`config.mk`:
```
export PLATFORM = sky130hd
export DESIGN_NAME = scan_host_crypt_driver
export DESIGN_NICKNAME = d
export VERILOG_FILES = /design/src/rtl/scan_host_pkg.sv /design/src/rtl/scan_host_shreg.sv /design/src/rtl/scan_host_crypt_driver.sv
export SDC_FILE = /design/constraint.sdc
export NUM_CORES = 1
export LEC_CHECK = 0
export ABC_CLOCK_PERIOD_IN_PS = 4400
export CORE_AREA = 10 10 298 300
export CTS_BUF_LIST = sky130_fd_sc_hd__clkbuf_8
export CTS_CLUSTER_DIAMETER = 100
export DETAILED_ROUTE_END_ITERATION = 10
export DIE_AREA = 0 0 308 310
export PLACE_DENSITY = 0.48
export SYNTH_ARGS = -nofsm -noshare
export SYNTH_HDL_FRONTEND = slang
export SYNTH_HIERARCHICAL = 1
export SYNTH_SLANG_ARGS = --single-unit
```
`constraint.sdc`:
```
create_clock -name tck -period 4.4 [get_ports tck]
set_input_delay 0.44 -clock tck [delete_from_list [all_inputs] [get_ports tck]]
set_output_delay 0.44 -clock tck [all_outputs]
set_load 0.005 [all_outputs]
```
`src/rtl/scan_host_pkg.sv`:
```
// Shared definitions for the host-side encrypted scan driver.
//   - state_e        : driver sequencing states
//   - DEF_*          : default vector width, chain length, die-side decrypt
//                      latency and cipher timeout
//   - max4           : elaboration-time helper used to size the cycle counter
package scan_host_pkg;

  localparam int DEF_W         = 128;
  localparam int DEF_CHAIN_LEN = 128;
  localparam int DEF_LAT       = 23;
  localparam int DEF_CIPHER_TO = 1023;

  typedef enum logic [3:0] {
    S_IDLE,
    S_ENC,
    S_TX,
    S_WAIT,
    S_LOAD,
    S_UPD,
    S_CAP,
    S_RX,
    S_DEC,
    S_RESP
  } state_e;

  function automatic int max4(input int a, input int b, input int c, input int d);
    int m;
    m = a;
    if (b > m) m = b;
    if (c > m) m = c;
    if (d > m) m = d;
    return m;
  endfunction

endpackage

```
`src/rtl/scan_host_shreg.sv`:
```
// Shared TX/RX shift register.
//   tck        : clock (posedge)
//   load       : parallel load of load_data (highest priority)
//   shift_out  : shift left, zero fill (MSB is presented on TDI by the parent)
//   shift_in   : shift left, sin enters at the LSB
//   load_data  : parallel load value
//   sin        : serial input bit
//   q          : register contents
// Pure datapath: no reset, the parent gates everything it exposes.
module scan_host_shreg #(
  parameter int W = 128
) (
  input  logic         tck,
  input  logic         load,
  input  logic         shift_out,
  input  logic         shift_in,
  input  logic [W-1:0] load_data,
  input  logic         sin,
  output logic [W-1:0] q
);

  logic [W-1:0] shreg_q;
  logic [W-1:0] shreg_d;

  always_comb begin
    shreg_d = shreg_q;
    if (load) begin
      shreg_d = load_data;
    end else if (shift_out) begin
      shreg_d = {shreg_q[W-2:0], 1'b0};
    end else if (shift_in) begin
      shreg_d = {shreg_q[W-2:0], sin};
    end
  end

  always_ff @(posedge tck) begin
    shreg_q <= shreg_d;
  end

  assign q = shreg_q;

endmodule

```
`src/rtl/scan_host_crypt_driver.sv`:
```
// Host-side driver for the encrypted scan path.
// A plaintext vector is accepted, encrypted by an external cipher, shifted
// MSB-first onto TDI, then the die-side TDR is sequenced (load shift, update,
// capture, response shift), the response collected from TDO is decrypted by
// the external cipher and presented on resp_data with a valid/ready handshake.
// Ports:
//   tck, reset                 : clock, async active-high reset
//   vec_valid/vec_ready/vec_data : plaintext vector input handshake
//   enc_start/enc_in/enc_done/enc_out : encrypt cipher interface
//   dec_start/dec_in/dec_done/dec_out : decrypt cipher interface
//   TDI, TDO                   : serial scan data
//   shift_en/update_en/capture_en : TDR controls (at most one high)
//   resp_valid/resp_ready/resp_data/resp_err : response output handshake
module scan_host_crypt_driver
  import scan_host_pkg::*;
#(
  parameter int W         = DEF_W,
  parameter int CHAIN_LEN = DEF_CHAIN_LEN,
  parameter int LAT       = DEF_LAT,
  parameter int CIPHER_TO = DEF_CIPHER_TO
) (
  input  logic         tck,
  input  logic         reset,
  input  logic         vec_valid,
  output logic         vec_ready,
  input  logic [W-1:0] vec_data,
  output logic         enc_start,
  output logic [W-1:0] enc_in,
  input  logic         enc_done,
  input  logic [W-1:0] enc_out,
  output logic         dec_start,
  output logic [W-1:0] dec_in,
  input  logic         dec_done,
  input  logic [W-1:0] dec_out,
  output logic         TDI,
  input  logic         TDO,
  output logic         shift_en,
  output logic         update_en,
  output logic         capture_en,
  output logic         resp_valid,
  input  logic         resp_ready,
  output logic [W-1:0] resp_data,
  output logic         resp_err
);

  localparam int CNT_MAX = max4(W, CHAIN_LEN, LAT, CIPHER_TO);
  localparam int CNT_W   = $clog2(CNT_MAX + 1);

  localparam logic [CNT_W-1:0] CNT_SAT  = CNT_W'(CNT_MAX);
  localparam logic [CNT_W-1:0] W_LAST   = CNT_W'(W - 1);
  localparam logic [CNT_W-1:0] LAT_LAST = CNT_W'(LAT - 1);
  localparam logic [CNT_W-1:0] CL_LAST  = CNT_W'(CHAIN_LEN - 1);
  localparam logic [CNT_W-1:0] TO_LAST  = CNT_W'(CIPHER_TO);

  state_e           state_q, state_d;
  logic [CNT_W-1:0] cnt_q, cnt_d;
  logic             vec_ready_q, vec_ready_d;
  logic [W-1:0]     resp_data_q, resp_data_d;
  logic             err_q, err_d;
  logic [W-1:0]     vec_q, vec_d;

  logic             sh_load, sh_out, sh_in;
  logic [W-1:0]     sh_q;

  scan_host_shreg #(.W(W)) u_shreg (
    .tck       (tck),
    .load      (sh_load),
    .shift_out (sh_out),
    .shift_in  (sh_in),
    .load_data (enc_out),
    .sin       (TDO),
    .q         (sh_q)
  );

  always_comb begin
    state_d     = state_q;
    vec_d       = vec_q;
    resp_data_d = resp_data_q;
    err_d       = err_q;
    sh_load     = 1'b0;
    sh_out      = 1'b0;
    sh_in       = 1'b0;
    enc_start   = 1'b0;
    dec_start   = 1'b0;
    enc_in      = '0;
    dec_in      = '0;
    TDI         = 1'b0;
    shift_en    = 1'b0;
    update_en   = 1'b0;
    capture_en  = 1'b0;
    resp_valid  = 1'b0;
    resp_err    = 1'b0;

    unique case (state_q)
      S_IDLE: begin
        if (vec_valid && vec_ready_q) begin
          vec_d   = vec_data;
          state_d = S_ENC;
        end
      end
      S_ENC: begin
        // done is only meaningful after the start cycle; a done arriving on
        // the last allowed cycle still wins over the timeout
        enc_in    = vec_q;
        enc_start = (cnt_q == '0);
        if ((cnt_q != '0) && enc_done) begin
          sh_load = 1'b1;
          state_d = S_TX;
        end else if (cnt_q == TO_LAST) begin
          err_d       = 1'b1;
          resp_data_d = '0;
          state_d     = S_RESP;
        end
      end
      S_TX: begin
        TDI    = sh_q[W-1];
        sh_out = 1'b1;
        if (cnt_q == W_LAST) begin
          state_d = (LAT == 0) ? S_LOAD : S_WAIT;
        end
      end
      S_WAIT: begin
        if (cnt_q == LAT_LAST) state_d = S_LOAD;
      end
      S_LOAD: begin
        shift_en = 1'b1;
        if (cnt_q == CL_LAST) state_d = S_UPD;
      end
      S_UPD: begin
        update_en = 1'b1;
        state_d   = S_CAP;
      end
      S_CAP: begin
        capture_en = 1'b1;
        state_d    = S_RX;
      end
      S_RX: begin
        shift_en = 1'b1;
        sh_in    = 1'b1;
        if (cnt_q == W_LAST) state_d = S_DEC;
      end
      S_DEC: begin
        dec_in    = sh_q;
        dec_start = (cnt_q == '0);
        if ((cnt_q != '0) && dec_done) begin
          err_d       = 1'b0;
          resp_data_d = dec_out;
          state_d     = S_RESP;
        end else if (cnt_q == TO_LAST) begin
          err_d       = 1'b1;
          resp_data_d = '0;
          state_d     = S_RESP;
        end
      end
      S_RESP: begin
        resp_valid = 1'b1;
        resp_err   = err_q;
        if (resp_ready) state_d = S_IDLE;
      end
      default: begin
        state_d = S_IDLE;
      end
    endcase

    // registered so that ready only rises one clock after reset release
    vec_ready_d = (state_d == S_IDLE);

    // counter restarts on every state change and saturates inside a state
    if (state_d != state_q) begin
      cnt_d = '0;
    end else if (cnt_q == CNT_SAT) begin
      cnt_d = cnt_q;
    end else begin
      cnt_d = cnt_q + 1'b1;
    end
  end

  always_ff @(posedge tck or posedge reset) begin
    if (reset) begin
      state_q     <= S_IDLE;
      cnt_q       <= '0;
      vec_ready_q <= 1'b0;
      resp_data_q <= '0;
      err_q       <= 1'b0;
    end else begin
      state_q     <= state_d;
      cnt_q       <= cnt_d;
      vec_ready_q <= vec_ready_d;
      resp_data_q <= resp_data_d;
      err_q       <= err_d;
    end
  end

  always_ff @(posedge tck) begin
    vec_q <= vec_d;
  end

  assign vec_ready = vec_ready_q;
  assign resp_data = resp_data_q;

endmodule

```
==> results.json, run 1 <==
{
  "post-route-period-util": 0.828,
  "crit_path_end_kind": "primary output",
  "path_cells": "inv_1, nor4_4, buf_12, nor2b_1, clkdlybuf4s50_1",
  "crit-reg2reg-launch": "state_q[0]$_DFF_PP0_",
  "power.static_leakage_nw": 10.5,
  "max_clock_freq_ghz": 0.274,
  "antenna_found_initial": 10,
  "postCtsSetupBuffers": 0,
  "postLayoutSetupSlackWorst_ns": 0.757,
  "comb_power_share": 0.225,
  "cts_tree": "yes",
  "setup_tns_ns": 0,
  "post_drt_via_cell_ratio": 4.16,
  "internal_power_mw": 8.26,
  "postSynth.topFlopCell": "edfxtp_1",
  "num_rows": 106,
  "critPathLaunch": "state_q[3]$_DFF_PP0_",
  "synth_common_cells": "edfxtp_1 (256), dfrtp_1 (144), and3_1 (132), and2_1 (131), a22o_1 (129)",
  "fillCellCount": 8284,
  "power_frac_clock": 0.294,
  "htree_levels": 3,
  "async_set_reset_flop_share_out_of_synthesis": 0.360,
  "synth_top_cell_by_area": "edfxtp_1",
  "clock_path_buffers": 3,
  "design.die.area_mm2": 0.0955,
  "gr-usage-all-layers": 0.137,
  "drv.max_cap_violation_count": 0,
  "ir_drop_uv": 242,
  "postRouteAntennaNets": 0,
  "vias": 12700,
  "die_width_um": 308,
  "detailedPlacementHpwl_um": 52200,
  "ys_seq_area_frac": 0.674,
  "core_area_mm2": 0.0829,
  "design.final.nets": 2309,
  "syn-cell-area_mm2": 0.0168,
  "timing.critical_path.arrival_ns": 3.20,
  "maxSlewHeadroom": 0.360,
  "synth_most_common_cell": "edfxtp_1",
  "synth_top_area_share": 0.459,
  "ys_top_cells_by_area": "edfxtp_1 (46%), dfrtp_1 (22%), mux2_2 (8.6%)",
  "post_synth_num_cell_types": 50,
  "flops_latches_synth": 400,
  "power.density_cell_area_mw_per_mm2": 426,
  "clk-insertion-delay-late_ns": 0.65,
  "worst_path_dominant_cell_family": "buffers and inverters",
  "worstPathMaxFanout": 129,
  "timing.critical_path.slowest_cell_delay_ns": 0.62,
  "postCtsResizedCells": 0,
  "grt_start_max_net_pins": 130,
  "syn2layout_area_growth_pct": 62.2,
  "cts_hold_buf": 0,
  "crit_path_class": "register to primary output",
  "synth.net_count": 1522,
  "grt_pass1_vias": 13800,
  "wl_per_cell_um": 22.8,
  "critPathSlowestCell": "clkdlybuf4s50_1",
  "timing.critical_path.buf_inv": 3,
  "placement.io_buffers": 783,
  "grt_remaining_overflow": 0,
  "detailedRoute.firstIterationViolations": 750,
  "min_clock_period_post_route_ns": 3.64,
  "die-height_um": 310,
  "placement.setup.worst_slack_ns": 1.30,
  "worst_setup_hold_path_clk_slew_ns": 0.06,
  "synthCells": 1128,
  "hold_path_class": "input pin to register",
  "routabilityCongestion": 0.803,
  "grt_setup_unrepaired": "false",
  "hp-start": "vec_data[7]",
  "drc": 0,
  "status": "completed",
  "drt_first_pass_iters": 5,
  "finalMaxSlewViolations": 0,
  "sw_frac_of_total": 0.286,
  "cts_inserted_buffers": 78,
  "grt_first_pass_wirelength_um": 97200,
  "synth_area_per_cell_um2": 14.9,
  "cts_num_sinks": 400,
  "finalSetupViolCount": 0,
  "synth_enable_flop_cells": 256,
  "net-switching-power_mw": 3.31,
  "detail_route.wirelength_um": 69700,
  "worst_path_required_time_ns": 3.96,
  "p_seq_frac": 0.481,
  "worstSetupStartpointType": "register",
  "ys_warn_count": 6,
  "hold_viol_final": 0,
  "drive_above_1_share": 0.134,
  "cts_root_buf": "clkbuf_8",
  "worst-slew-pin-transition_ns": 0.960,
  "initial_core_util": 0.202,
  "design.portCount": 784,
  "skew_final_ns": 0.0407
}
worst paths after layout:
| check | endpoint | slack (ns) | cells past startpoint |
|---|---|---|---|
| max | dec_start | 0.76 | 5 |
| min in group asynchronous | resp_data[84]$_DFFE_PP0P_ | 0.39 | 2 |
| max in group asynchronous | resp_data[59]$_DFFE_PP0P_ | 3.13 | 3 |
| min | vec_q[7]$_DFFE_PP_ | 0.34 | 1 |
| max reg2reg | resp_data[24]$_DFFE_PP0P_ | 1.40 | 7 |
| min reg2reg | resp_data[94]$_DFFE_PP0P_ | 0.49 | 1 |
power by group through the flow:
stage                     registers (mW)  clock network [mW]  logic [mW]
after floorplan                     5.44                   0        1.35
after global placement              5.66                   0        2.59
after detailed placement            5.65                   0        2.65
after CTS                           5.59                3.60        2.67
after global routing                5.65                3.76        2.82
final                               5.56                3.40        2.60
registers in the layout (all words and copies together), names as in the netlist:
name,count
cnt_q,10
u_shreg/q,128
vec_q,128
vec_ready,1
state_q,4
resp_data,128
err_q,1
cells by family after synthesis:
group	after synthesis	synth area share
flops	400	0.674
simple gates	339	0.126
compound gates	150	0.0765
mux	129	0.0866
buf+inv	100	0.0310
xor+xnor	7	0.00366
fa+ha+maj	3	0.00224
per-layer routing:
metal	vias to the layer above	routed length, um	global-route usage
li1	5824	-	-
met1	6263	25500	0.145
met2	539	35800	0.244
met3	92	7200	0.0625
met4	12	1110	0.0339
met5	-	84	0
cell type report:
type	count	area (um2)	area share
Timing Repair Buffer	799	8080	0.297
Inverter	8	37.5	0.00138
Tap cell	1080	1350	0.0497
Clock inverter	58	287	0.0105
Sequential cell	400	11300	0.416
Multi-Input combinational cell	628	4990	0.184
Clock buffer	81	1110	0.0410
Antenna cell	7	17.5	0.000645
stage by stage:
stage / instances / utilization / hold slack (ns) / area (um2) / power [mW]
final: 3061 / 0.328 / 0.340 / 27200 / 11.6
after floorplan: 1128 / - / 0.473 / 16800 / 6.79
after detailed placement: 2915 / 0.311 / 0.482 / 25800 / 8.31
after CTS: 3054 / 0.328 / 0.227 / 27200 / 11.9
after global routing: 3057 / 0.328 / 0.262 / 27200 / 12.2
after global placement: 2915 / 0.311 / 0.481 / 25800 / 8.25
cell usage in the layout (no fill, tap or decap), types with 4 or more instances in the layout:
| cell | n |
|---|---|
| a21oi_1 | 4 |
| a22o_1 | 129 |
| and2_1 | 131 |
| and3_1 | 131 |
| buf_12 | 10 |
| buf_4 | 6 |
| clkbuf_8 | 81 |
| clkdlybuf4s50_1 | 783 |
| clkinv_1 | 7 |
| clkinv_2 | 8 |
| dfrtp_1 | 144 |
| diode_2 | 7 |
| edfxtp_1 | 256 |
| inv_1 | 42 |
| mux2_2 | 128 |
| nand2_1 | 7 |
| nand3_1 | 7 |
| nand4_1 | 4 |
| nor2_1 | 12 |
| nor3_1 | 17 |
| o21ai_0 | 7 |
| xnor2_1 | 7 |
Power figures use the tool's default switching activity.
==> run 2: changes to the inputs <==
--- a/config.mk
+++ b/config.mk
@@ -5,7 +5,7 @@
 export SDC_FILE = /design/constraint.sdc
 export NUM_CORES = 1
 export LEC_CHECK = 0
-export ABC_CLOCK_PERIOD_IN_PS = 4400
+export ABC_CLOCK_PERIOD_IN_PS = 3300
 export CORE_AREA = 10 10 298 300
 export CTS_BUF_LIST = sky130_fd_sc_hd__clkbuf_8
 export CTS_CLUSTER_DIAMETER = 100
==> constraint.sdc (replaced) <==
create_clock -name tck -period 3.3 [get_ports tck]
set_input_delay 0.33 -clock tck [delete_from_list [all_inputs] [get_ports tck]]
set_output_delay 0.33 -clock tck [all_outputs]
set_load 0.005 [all_outputs]
==> results.json, run 2 (synthesized netlist as in run 1, its figures left out) <==
{
  "min_clock_period_post_route_ns": 3.12,
  "num_rows": 106,
  "finalSetupViolCount": 0,
  "power.density_cell_area_mw_per_mm2": 584,
  "core_area_mm2": 0.0829,
  "fillCellCount": 8174,
  "antenna_found_initial": 10,
  "hold_path_class": "input pin to asynchronous set/reset pin",
  "multi_input_logic_area_mm2": 0.00499,
  "drt_first_pass_iters": 4,
  "syn2layout_area_growth_pct": 64.7,
  "clk-insertion-delay-late_ns": 0.67,
  "post-route-period-util": 0.946,
  "initial_core_util": 0.202,
  "routabilityCongestion": 0.807,
  "vias": 12700,
  "setup_tns_ns": 0,
  "finalMaxSlewViolations": 0,
  "totalPowerFinal_mw": 16.1,
  "drc": 0,
  "cts_tree": "yes",
  "ir_drop_uv": 291,
  "drive_above_1_share": 0.148,
  "max_clock_freq_ghz": 0.320,
  "crit_path_end_kind": "primary output",
  "worst-slew-pin-transition_ns": 0.855,
  "cts_hold_buf": 0,
  "cts_num_sinks": 400,
  "grt_setup_unrepaired": "false",
  "clock_path_buffers": 3,
  "grt_pass1_vias": 14000,
  "grt_start_max_net_pins": 130,
  "postRouteAntennaNets": 0,
  "worst_path_required_time_ns": 2.97,
  "grt_remaining_overflow": 0,
  "top_library_cells_by_usage_in_the_layout_fill_and_taps_aside": "clkdlybuf4s50_1 (783), edfxtp_1 (256), dfrtp_1 (141)",
  "die-height_um": 310,
  "worstPathMaxFanout": 107,
  "grt_first_pass_wirelength_um": 99900,
  "drv.max_cap_violation_count": 0,
  "design.final.nets": 2324,
  "design.portCount": 784,
  "hold_viol_final": 0,
  "gr-usage-all-layers": 0.141,
  "skew_final_ns": 0.0511,
  "r2r_setup_slk_ns": 0.67,
  "layout.cells.most_common": "clkdlybuf4s50_1",
  "maxSlewHeadroom": 0.430,
  "post_drt_via_cell_ratio": 4.14,
  "power.static_leakage_nw": 10.7,
  "status": "completed",
  "worstSetupStartpointType": "register",
  "detailedPlacementHpwl_um": 53600,
  "wl_per_cell_um": 23.3,
  "worst_setup_hold_path_clk_slew_ns": 0.06,
  "detailedRoute.firstIterationViolations": 690,
  "crit_path_class": "register to primary output",
  "htree_levels": 3,
  "timing.critical_path.arrival_ns": 2.79,
  "die_width_um": 308,
  "placement.io_buffers": 783,
  "detail_route.wirelength_um": 71600,
  "register_area_mm2": 0.0113,
  "cts_root_buf": "clkbuf_8",
  "design.die.area_mm2": 0.0955,
  "cts_inserted_buffers": 80
}
run 2: path summary, 6_finish.rpt:
check / from / end / cells after the start
worst max-delay path: state_q[2]$_DFF_PP0_ / enc_in[100] / 4
worst min-delay path: reset / resp_data[46]$_DFFE_PP0P_ / 2
worst max register to register: cnt_q[0]$_DFFE_PP0P_ / resp_data[71]$_DFFE_PP0P_ / 9
worst min register to register: resp_data[24]$_DFFE_PP0P_ / resp_data[24]$_DFFE_PP0P_ / 1
max in group asynchronous: reset / resp_data[14]$_DFFE_PP0P_ / 3
min in group tck: vec_data[110] / vec_q[110]$_DFFE_PP_ / 1
run 2: critical path: stages (launching register included):
cell and delay [ns]:
dfrtp_1 0.56, nor2_4 0.24, buf_12 0.31, and3_1 0.21, clkdlybuf4s50_1 0.71
run 2: routing by layer:
layer,part of all wire,vias up,track usage
met5,0.0012,-,0
met4,0.014,14,0.0322
met3,0.11,87,0.0667
met2,0.49,557,0.235
met1,0.39,6223,0.162
li1,-,5849,-
run 2: per-stage QoR:
step                      utilization  hold WS (ns)  cells  instance area (um2)  setup slack [ns]
after floorplan                     -         0.429   1128                16800             0.283
after CTS                       0.333         0.103   3074                27600            0.0263
after global routing            0.333         0.138   3077                27600           0.00257
after global placement          0.312         0.482   2923                25900             0.575
final                           0.333         0.177   3078                27600             0.177
after detailed placement        0.312         0.480   2923                25900             0.517
run 2: report_power, final:
group | leakage, nW | internal (mW) | total [mW] | switching (mW)
logic | 5.37 | 1.91 | 3.64 | 1.73
registers | 4.39 | 6.88 | 7.39 | 0.516
clock network | 0.924 | 2.72 | 5.07 | 2.36
total | 10.7 | 11.5 | 16.1 | 4.61
run 2: final cells by class:
cell class	instances	area share
Sequential cell	400	0.409
Timing Repair Buffer	812	0.301
Multi-Input combinational cell	628	0.181
Tap cell	1080	0.0490
Clock buffer	87	0.0434
Clock inverter	61	0.0147
Inverter	8	0.00136
Antenna cell	2	0.000181
run 2: repair_timing:
| action | CTS | global route |
|---|---|---|
| cloned | 2 | 0 |
| buffers inserted | 1 | 2 |
| resized for setup | 2 | 2 |
| pin swaps | 1 | 1 |
| setup endpoints to repair | 132 | 34 |
==> run 3: changes to the inputs <==
--- a/config.mk
+++ b/config.mk
@@ -6,12 +6,12 @@
 export NUM_CORES = 1
 export LEC_CHECK = 0
 export ABC_CLOCK_PERIOD_IN_PS = 3300
-export CORE_AREA = 10 10 298 300
+export CORE_AREA = 2 2 308 310
 export CTS_BUF_LIST = sky130_fd_sc_hd__clkbuf_8
 export CTS_CLUSTER_DIAMETER = 100
 export DETAILED_ROUTE_END_ITERATION = 10
-export DIE_AREA = 0 0 308 310
-export PLACE_DENSITY = 0.48
+export DIE_AREA = 0 0 310 312
+export PLACE_DENSITY = 0.44
 export SYNTH_ARGS = -nofsm -noshare
 export SYNTH_HDL_FRONTEND = slang
 export SYNTH_HIERARCHICAL = 1
==> results.json, run 3 (synthesized netlist as in run 1, its figures left out) <==
{
  "antenna_found_initial": 21,
  "drv.max_cap_violation_count": 0,
  "top_library_cells_by_usage_in_the_layout_fill_and_taps_aside": "clkdlybuf4s50_1 (783), edfxtp_1 (256), dfrtp_1 (140)",
  "grt_first_pass_wirelength_um": 93800,
  "crit_path_class": "register to primary output",
  "maxSlewHeadroom": 0.359,
  "design.final.nets": 2329,
  "htree_levels": 3,
  "die-height_um": 312,
  "cts_tree": "yes",
  "initial_core_util": 0.180,
  "timing.critical_path.slowest_cell_delay_ns": 0.53,
  "setup_tns_ns": 0,
  "grt_start_max_net_pins": 130,
  "detail_route.wirelength_um": 66700,
  "drt_first_pass_iters": 4,
  "gr-usage-all-layers": 0.131,
  "placement.setup.worst_slack_ns": 0.603,
  "design.die.area_mm2": 0.0967,
  "placement.cell_area_mm2": 0.0261,
  "worst_setup_hold_path_clk_slew_ns": 0.06,
  "detailedPlacementHpwl_um": 48300,
  "cts_root_buf": "clkbuf_8",
  "worst-slew-pin-transition_ns": 0.962,
  "power.static_leakage_nw": 10.7,
  "syn2layout_area_growth_pct": 66.5,
  "die_width_um": 310,
  "wl_per_cell_um": 20.4,
  "power.density_cell_area_mw_per_mm2": 585,
  "finalInstanceArea_mm2": 0.0279,
  "vias": 12800,
  "timing.critical_path.arrival_ns": 2.79,
  "grt_pass1_vias": 13700,
  "ir_drop_uv": 280,
  "critPathSlowestCell": "clkdlybuf4s50_1",
  "design.portCount": 784,
  "routabilityCongestion": 0.803,
  "postRouteAntennaNets": 0,
  "num_rows": 112,
  "postLayoutSetupSlackWorst_ns": 0.177,
  "worstPathMaxFanout": 64,
  "hold_path_class": "input pin to asynchronous set/reset pin",
  "fillCellCount": 9518,
  "post-route-period-util": 0.946,
  "finalSetupViolCount": 0,
  "drc": 0,
  "max_clock_freq_ghz": 0.320,
  "post_drt_via_cell_ratio": 3.94,
  "final_core_util": 0.300,
  "status": "completed",
  "grt_remaining_overflow": 0,
  "worst_path_required_time_ns": 2.97,
  "hold_viol_final": 0,
  "detailedRoute.firstIterationViolations": 724,
  "finalMaxSlewViolations": 0,
  "drive_above_1_share": 0.152,
  "clk-insertion-delay-late_ns": 0.70,
  "core_area_mm2": 0.0930,
  "layout.cells.most_common": "clkdlybuf4s50_1",
  "skew_final_ns": 0.0424,
  "crit_path_end_kind": "primary output",
  "min_clock_period_post_route_ns": 3.12,
  "path_cells": "nor4_4, buf_12, bufbuf_16, and2_1, clkdlybuf4s50_1",
  "clock_path_buffers": 3,
  "worstSetupStartpointType": "register",
  "grt_setup_unrepaired": "false",
  "cts_inserted_buffers": 79,
  "cts_num_sinks": 400,
  "placement.io_buffers": 783
}
-- run 3: changes by cell type in the layout (fill, tap and decap cells not counted), sizes merged --
cell and change:
clkbuf -1, diode +7, clkinvlp +2, buf +5, clkinv -7, bufinv +4
-- run 3: layout make-up --
cell class              instances  area (um2)  area share
diodes                          9        22.5    0.000808
clock buffers                  85        1170      0.0419
clock inverters                60         479      0.0172
inverters                       8        37.5     0.00135
multi-input cells             628        5000       0.179
flip-flops and latches        400       11300       0.405
well taps                    1254        1570      0.0563
repair buffers                818        8320       0.298
-- run 3: report_power, final --
part / leakage (nW) / total, mW / switching (mW) / internal, mW
sequential: 4.39 / 7.41 / 0.530 / 6.88
clock: 0.931 / 5.30 / 2.34 / 2.96
combinational: 5.39 / 3.59 / 1.70 / 1.89
total: 10.7 / 16.3 / 4.57 / 11.7
-- run 3: what timing repair did --
action / in CTS / in global routing
gates cloned: 2 / 1
pin swaps: 2 / 0
hold buffers: 0 / 0
buffers inserted: 4 / 3
resized for setup: 6 / 4
endpoints found under the setup margin: 197 / 13
-- run 3: worst max-delay path: cells and delay by family (launching register included) --
kind	cells	cell delay [ns]
buffers and inverters	3	1.07
flip-flops	1	0.50
AND/OR/NAND/NOR	2	0.50
-- run 3: final timing paths --
kind / start / end / slack (ns) / depth (start not counted)
worst min-delay path: reset / resp_data[40]$_DFFE_PP0P_ / 0.08 / 3
max in group asynchronous: reset / state_q[1]$_DFF_PP0_ / 2.27 / 3
min in group tck: vec_data[28] / vec_q[28]$_DFFE_PP_ / 0.17 / 1
worst min register to register: resp_data[97]$_DFFE_PP0P_ / resp_data[97]$_DFFE_PP0P_ / 0.50 / 1
worst max register to register: state_q[0]$_DFF_PP0_ / resp_data[13]$_DFFE_PP0P_ / 0.47 / 9
worst max-delay path: state_q[0]$_DFF_PP0_ / dec_in[117] / 0.18 / 5
-- run 3: metal layers --
layer / vias up / share of wire / track usage
met2: 600 / 0.47 / 0.211
li1: 5865 / - / -
met5: - / 0.0012 / 0
met1: 6259 / 0.39 / 0.151
met4: 12 / 0.026 / 0.0517
met3: 104 / 0.11 / 0.0595
-- run 3: per-stage QoR --
step | hold WS [ns] | instances | total power [mW]
after floorplan | 0.429 | 1128 | 9.02
after global placement | 0.481 | 3098 | 11.1
after detailed placement | 0.480 | 3098 | 11.1
after CTS | 0.00534 | 3249 | 16.7
after global routing | 0.0514 | 3261 | 17.2
final | 0.0826 | 3262 | 16.3
